[src/rtl/multiword_add_sequencer.sv]
// Multi-precision add/subtract sequencer: streams LS-word-first operand pairs through
// one WIDTH-bit adder, chaining carry between words and reporting carry/overflow at the end.
module multiword_add_sequencer #(
  parameter int WIDTH     = 16,
  parameter int MAX_WORDS = 8,
  parameter int NW_W      = 4
) (
  input  logic             clk,
  input  logic             rst_n,
  input  logic             start,
  input  logic [NW_W-1:0]  num_words,
  input  logic             signed_mode,
  input  logic             sub,
  input  logic             in_valid,
  output logic             in_ready,
  input  logic [WIDTH-1:0] a_word,
  input  logic [WIDTH-1:0] b_word,
  output logic             out_valid,
  input  logic             out_ready,
  output logic [WIDTH-1:0] sum_word,
  output logic             out_last,
  output logic             busy,
  output logic             done,
  output logic             carry_out,
  output logic             overflow,
  output logic             err
);

  typedef enum logic [1:0] {IDLE, RUN, DRAIN, DONE} state_t;

  state_t           state;
  logic [NW_W-1:0]  count;
  logic [NW_W-1:0]  nw;
  logic             sgn;
  logic             sub_r;
  logic             carry;

  logic [WIDTH-1:0] b_eff;
  logic [WIDTH:0]   full;
  logic             accept;
  logic             is_last;
  logic             legal;
  logic             ovf_next;

  // One output register: a new word may enter whenever the register is empty or draining.
  assign in_ready = (state == RUN) && (!out_valid || out_ready);
  assign accept   = in_valid && in_ready;

  // Subtraction is A + ~B + 1, with the +1 coming from the carry seeded at start.
  assign b_eff   = b_word ^ {WIDTH{sub_r}};
  assign full    = {1'b0, a_word} + {1'b0, b_eff} + {{WIDTH{1'b0}}, carry};
  assign is_last = (count == (nw - NW_W'(1)));
  assign legal   = (num_words != '0) && (num_words <= NW_W'(MAX_WORDS));

  // For subtraction a missing carry means a borrow, i.e. unsigned underflow.
  assign ovf_next = sgn ? ((a_word[WIDTH-1] == b_eff[WIDTH-1]) && (full[WIDTH-1] != a_word[WIDTH-1]))
                        : (sub_r ? !full[WIDTH] : full[WIDTH]);

  always_ff @(posedge clk or negedge rst_n) begin
    if (!rst_n) begin
      state     <= IDLE;
      count     <= '0;
      nw        <= '0;
      sgn       <= 1'b0;
      sub_r     <= 1'b0;
      carry     <= 1'b0;
      out_valid <= 1'b0;
      sum_word  <= '0;
      out_last  <= 1'b0;
      busy      <= 1'b0;
      done      <= 1'b0;
      carry_out <= 1'b0;
      overflow  <= 1'b0;
      err       <= 1'b0;
    end else begin
      done <= 1'b0;
      err  <= 1'b0;
      case (state)
        IDLE: begin
          if (start) begin
            if (legal) begin
              nw        <= num_words;
              sgn       <= signed_mode;
              sub_r     <= sub;
              carry     <= sub;
              count     <= '0;
              carry_out <= 1'b0;
              overflow  <= 1'b0;
              busy      <= 1'b1;
              state     <= RUN;
            end else begin
              err <= 1'b1;
            end
          end
        end
        RUN: begin
          if (accept) begin
            sum_word  <= full[WIDTH-1:0];
            out_valid <= 1'b1;
            out_last  <= is_last;
            carry     <= full[WIDTH];
            count     <= count + NW_W'(1);
            if (is_last) begin
              carry_out <= full[WIDTH];
              overflow  <= ovf_next;
              state     <= DRAIN;
            end
          end else if (out_ready) begin
            out_valid <= 1'b0;
          end
        end
        DRAIN: begin
          if (out_valid && out_ready) begin
            out_valid <= 1'b0;
            busy      <= 1'b0;
            done      <= 1'b1;
            state     <= DONE;
          end
        end
        DONE: begin
          state <= IDLE;
        end
        default: begin
          state <= IDLE;
        end
      endcase
    end
  end

endmodule

[config.mk]
export PLATFORM = sky130hd
export DESIGN_NAME = multiword_add_sequencer
export DESIGN_NICKNAME = d
export VERILOG_FILES = /design/src/rtl/multiword_add_sequencer.sv
export SDC_FILE = /design/constraint.sdc
export NUM_CORES = 1
export LEC_CHECK = 0
export CORE_MARGIN = 4
export CORE_UTILIZATION = 50
export CTS_BUF_LIST = sky130_fd_sc_hd__clkbuf_8
export CTS_CLUSTER_DIAMETER = 40
export DETAILED_ROUTE_END_ITERATION = 10
export GPL_TIMING_DRIVEN = 0
export PLACE_DENSITY = 0.81
export SLEW_MARGIN = 20
export SYNTH_ARGS = -nofsm -noshare
export SYNTH_HDL_FRONTEND = slang
export SYNTH_SLANG_ARGS = --single-unit
[constraint.sdc]
create_clock -name clk -period 3.69 [get_ports clk]
set_clock_uncertainty 0.05 [all_clocks]
set_input_delay 1.107 -clock clk [delete_from_list [all_inputs] [get_ports clk]]
set_output_delay 1.107 -clock clk [all_outputs]
set_load 0.05 [all_outputs]
==> results of run 1 <==
-- power breakdown --
group / internal (W) / switching (W) / leakage, nW
registers: 0.000554 / 0.000117 / 0.456
logic: 0.000798 / 0.00124 / 1.05
clock network: 0.000153 / 0.000152 / 0.0516
-- final cells by class --
class,count,area [um^2]
clock inverters,2,13.76
inverters,10,37.54
clock buffers,6,82.58
well taps,70,87.58
repair buffers,67,681.9
plain buffers,9,41.29
multi-input cells,230,1640
flip-flops and latches,36,900.9
fillers,427,1622
-- sequential cells by signal, summed over array words and instances, names as in the netlist --
signal / count
count: 4
out_valid: 1
done: 1
sub_r: 1
carry_out: 1
busy: 1
carry: 1
nw: 4
overflow: 1
state: 2
err: 1
sum_word: 16
out_last: 1
sgn: 1
-- cell usage in the layout, fill, tap and decap left out, types with 5 or more instances in the layout --
cell             count
a21oi_1             12
xor2_1              27
mux2_2               6
o21a_1               5
ha_1                20
nor2_1               9
clkbuf_1             6
nand2_1             35
nand3_1              9
clkdlybuf4s50_1     64
o21ai_0             27
dfrtp_1             36
nor3_1               6
a21o_1               7
xnor2_1              5
inv_1               10
clkbuf_8             6
-- metal layers --
layer	GRT usage, %	up-vias	wire length (um)
met4	7.432	0	158
met1	25.94	1093	2742
li1	-	1187	-
met5	0	-	0
met3	5.045	15	263
met2	34.85	54	3060
-- cells by family after synthesis --
logic type | count (synthesis) | synth area share (%)
compound gates | 89 | 22.83
simple gates | 79 | 14.66
flops | 36 | 34.38
xor+xnor | 32 | 10.70
fa+ha+maj | 22 | 11.08
buf+inv | 19 | 3.008
mux | 8 | 3.343
-- per-stage QoR --
stage | utilization (%) | setup slack (ns) | cell area, um^2
after floorplan | - | 0.5642 | 2620
after global placement | 65.95 | -0.1773 | 3368
after detailed placement | 66.39 | -0.1813 | 3391
after CTS | 68.25 | 0.08619 | 3486
after global routing | 68.25 | 0.01787 | 3486
final | 68.25 | 0.08253 | 3486
-- critical path, delay by kind of cell --
family                 cells  cell delay (ns)
buffers and inverters      2             1.02
and+or+nand+nor            2             0.33
-- path summary, 6_finish.rpt --
kind	start	endpoint	slack, ns	cells after the start
setup / recovery	out_ready	in_ready	0.08	4
hold / removal	sum_word[4]	sum_word[4]	0.44	1
setup reg to reg	sub_r	sum_word[10]	0.59	10
hold reg to reg	sum_word[4]	sum_word[4]	0.44	1
max in group asynchronous	rst_n	state[0]	2.47	2
min in group asynchronous	rst_n	overflow	0.68	1
==> qor.yml, run 1 <==
status: "completed"
synthTopCellsByArea: "dfrtp_1 (34%), ha_1 (9.6%), xor2_1 (9.0%), o21ai_0 (5.2%), nand2_1 (5.0%)"
tightest_slew_ns: 0.7422
overflow: 0
cp_cell_sequence: "clkdlybuf4s50_1, nand2b_1, and2_1, dlygate4sd2_1"
start_util_pct: 51.30
ctsResizeCount: 1
nNetsFinal: 424
slew_viol_final: 0
setup_violations: 0
clk_latency_ns: 0.30
crit_path_start_kind: "primary input"
syn-num-nets: 350
hp-class: "flip-flop to flip-flop"
fin_crit_ns: 3.607
relSlewSlack_pct: 50.52
root_buffer: "clkbuf_8"
peakVddDrop_v: 0.0005515
synth_area_per_cell_um2: 9.193
drc: 0
dieArea_mm2: 0.006463
hold_ws_ns: 0.4361
post_cts_buffers: 0
ys_seq_elements: 36
crit_slowest_cell: "dlygate4sd2_1"
hold_violations: 0
clock.fmax_ghz: 0.2772
ctsHoldBuffers: 0
worst_ep_arrival_time_ns: 2.45
synth_warnings: 0
netlist_instances: 285
antenna_found_initial: 0
grt_pass1_wl_mm: 10.49
fin_tns_setup_ns: 0
area_growth_pct: 33.05
first_iter_violations: 113
port_buffers: 66
cts_tree: "built"
via_per_inst: 5.463
rows: 26
die_w_um: 80.39
ys_seq_area_share_pct: 34.38
syn_area_mm2: 0.002620
drtPass1Iterations: 4
async_reset_ff_share_pct: 100.0
required_ns: 2.53
wl_per_cell_um: 14.48
dpl.hpwl_mm: 5.061
synth_most_common_cell: "dfrtp_1"
grt_max_degree: 21
cts_buffer_depth: 2
io_pins: 67
first_global_vias: 2337
netlist.top_cell.by_area: "dfrtp_1"
power.density_mw_per_mm2: 864.8
place_congestion: 0.8678
post-route-period-util_pct: 97.76
cts.clk_slew.worst_paths_ns: 0.08
synth_top_area_share_pct: 34.38
antennaDiodeCount: 0
maxCapViolations: 0
cts_sinks: 36
critPathKind: "primary input to primary output"
dp.cells: 422
p_leak_nw: 1.554
drt_wl_total_mm: 6.225
cp_max_fo: 5
ys.flop_type: "dfrtp_1"
synth_edf_count: 0
setup.worst_path.end_class: "primary output"
cts_buffers: 5
die_h_um: 80.39
ant_nets: 0
slowest_delay_ns: 0.53
groute.usage.overall_pct: 20.80
layout-drive-gt1-share_pct: 7.500
synthTopCellsByCount: "dfrtp_1 (36), nand2_1 (35), o21ai_0 (27), xor2_1 (27), ha_1 (20)"
rsz0062_at_grt: "no"
core_area_mm2: 0.005107
vias: 2349
h-tree-depth: 2
fin_cells: 430
power.total_w: 0.003015
synth.distinct_cells: 58
Power figures use the tool's default switching activity.
==> run 2: changes to the inputs <==
--- a/config.mk
+++ b/config.mk
@@ -12,6 +12,7 @@
 export DETAILED_ROUTE_END_ITERATION = 10
 export GPL_TIMING_DRIVEN = 0
 export PLACE_DENSITY = 0.81
+export SETUP_SLACK_MARGIN = 0.3
 export SLEW_MARGIN = 20
 export SYNTH_ARGS = -nofsm -noshare
 export SYNTH_HDL_FRONTEND = slang
==> run 2 against run 1 <==
Net effect:
- clock power is essentially flat
- clock-buffer cell count is the same
- final cell count grew 0.23%
- global-route usage grew 0.29 points
- critical path depth is the same
- sequential cell count is the same
- hold slack gained 0.0012 ns
- sequential power is essentially flat
- sequential share of layout area shrank 0.48 points
- die area is the same
- maximum frequency grew 9.2%
- non-clock buffer count grew 1
- largest cell class unchanged
- largest power group unchanged
- highest routed layer unchanged
==> qor.yml, run 2 (synthesis results as in run 1) <==
maxCapViolations: 0
clock.fmax_ghz: 0.3028
clk_latency_ns: 0.29
status: "completed"
regMostFlops: "sum_word"
overflow: 0
tightest_slew_ns: 0.7453
grt_pass1_wl_mm: 10.64
power.density_mw_per_mm2: 872.5
nNetsFinal: 425
cts_buffers: 5
via_per_inst: 5.503
drt_wl_total_mm: 6.405
drtPass1Iterations: 4
first_global_vias: 2351
place_congestion: 0.8678
ant_nets: 0
groute.usage.overall_pct: 21.09
first_iter_violations: 107
hold_depth: 1
slew_viol_final: 0
ff2ff_path_depth: 10
critPathKind: "primary input to primary output"
antennaDiodeCount: 0
rows: 26
dpl.hpwl_mm: 5.061
wl_per_cell_um: 14.86
layout_common_cells: "clkdlybuf4s50_1 (63), dfrtp_1 (36), nand2_1 (35)"
peakVddDrop_v: 0.0005392
layout-drive-gt1-share_pct: 10.25
fin_crit_ns: 3.302
postPlaceCellArea_mm2: 0.003391
relSlewSlack_pct: 50.32
cts_tree: "built"
layout_commonest_cell: "clkdlybuf4s50_1"
hold_ws_ns: 0.4373
die_w_um: 80.39
cts_sinks: 36
crit_path_start_kind: "primary input"
cts_buffer_depth: 2
cp_max_fo: 5
root_buffer: "clkbuf_8"
io_pins: 67
vias: 2372
p_leak_nw: 1.574
grt_max_degree: 21
drc: 0
setup.worst_path.end_class: "primary output"
setup_ws_ns: 0.3877
antenna_found_initial: 0
rsz0062_at_grt: "no"
hold_violations: 0
ctsHoldBuffers: 0
largest_reg_flops: 16
die_h_um: 80.39
pre_cts_slack_ns: -0.1813
dieArea_mm2: 0.006463
setup_violations: 0
port_buffers: 66
start_util_pct: 51.30
h-tree-depth: 2
post-route-period-util_pct: 89.49
fin_tns_setup_ns: 0
hp-class: "flip-flop to flip-flop"
area_growth_pct: 35.58
core_area_mm2: 0.005107
worst_ep_arrival_time_ns: 2.15
required_ns: 2.53
top_regs: "sum_word (16), count (4), nw (4)"
cts.clk_slew.worst_paths_ns: 0.08
final_cell_area_mm2: 0.003552
## run 2: through the flow
step	power (W)	instances	utilization, %
after global routing	0.003345	431	69.55
after floorplan	0.002158	285	-
after CTS	0.003060	431	68.84
after global placement	0.002663	421	65.95
after detailed placement	0.002715	422	66.39
final	0.003099	431	69.55
## run 2: report_power, final
group	leakage [nW]	switching [W]	internal, W
clock network	0.0516	0.000150	0.000153
registers	0.456	0.000119	0.000554
logic	1.07	0.00129	0.000838
total	1.57	0.00155	0.00154
## run 2: final timing paths
| check | slack [ns] | endpoint | start |
|---|---|---|---|
| max | 0.39 | in_ready | out_ready |
| min | 0.44 | sum_word[4] | sum_word[4] |
| min reg2reg | 0.44 | sum_word[4] | sum_word[4] |
| max in group asynchronous | 2.46 | state[0] | rst_n |
| min in group asynchronous | 0.68 | overflow | rst_n |
| max reg2reg | 0.53 | overflow | sub_r |
## run 2: timing repair
action	CTS	global route
setup buffers	1	0
setup endpoints to repair	6	7
gates resized for setup	8	12
pin swaps	2	3
## run 2: worst max-delay path: stages
cell and delay [ns]:
clkdlybuf4s50_1 0.49, nand2b_1 0.18, and2_1 0.14, clkbuf_4 0.22
## run 2: layout make-up
class | instances | area (um^2)
multi-input cells | 230 | 1698
fillers | 410 | 1555
flip-flops and latches | 36 | 900.9
repair buffers | 68 | 690.7
well taps | 70 | 87.58
clock buffers | 6 | 82.58
plain buffers | 9 | 41.29
inverters | 10 | 37.54
clock inverters | 2 | 13.76
## run 2: per-layer routing
metal  share of wire (%)  global-route usage, %  up-vias
met4                 1.5                  6.926        0
met2                  50                  35.84       61
met1                  44                  26.17     1115
met3                 4.6                  5.045       10
li1                    -                      -     1186
met5                   0                      0        -
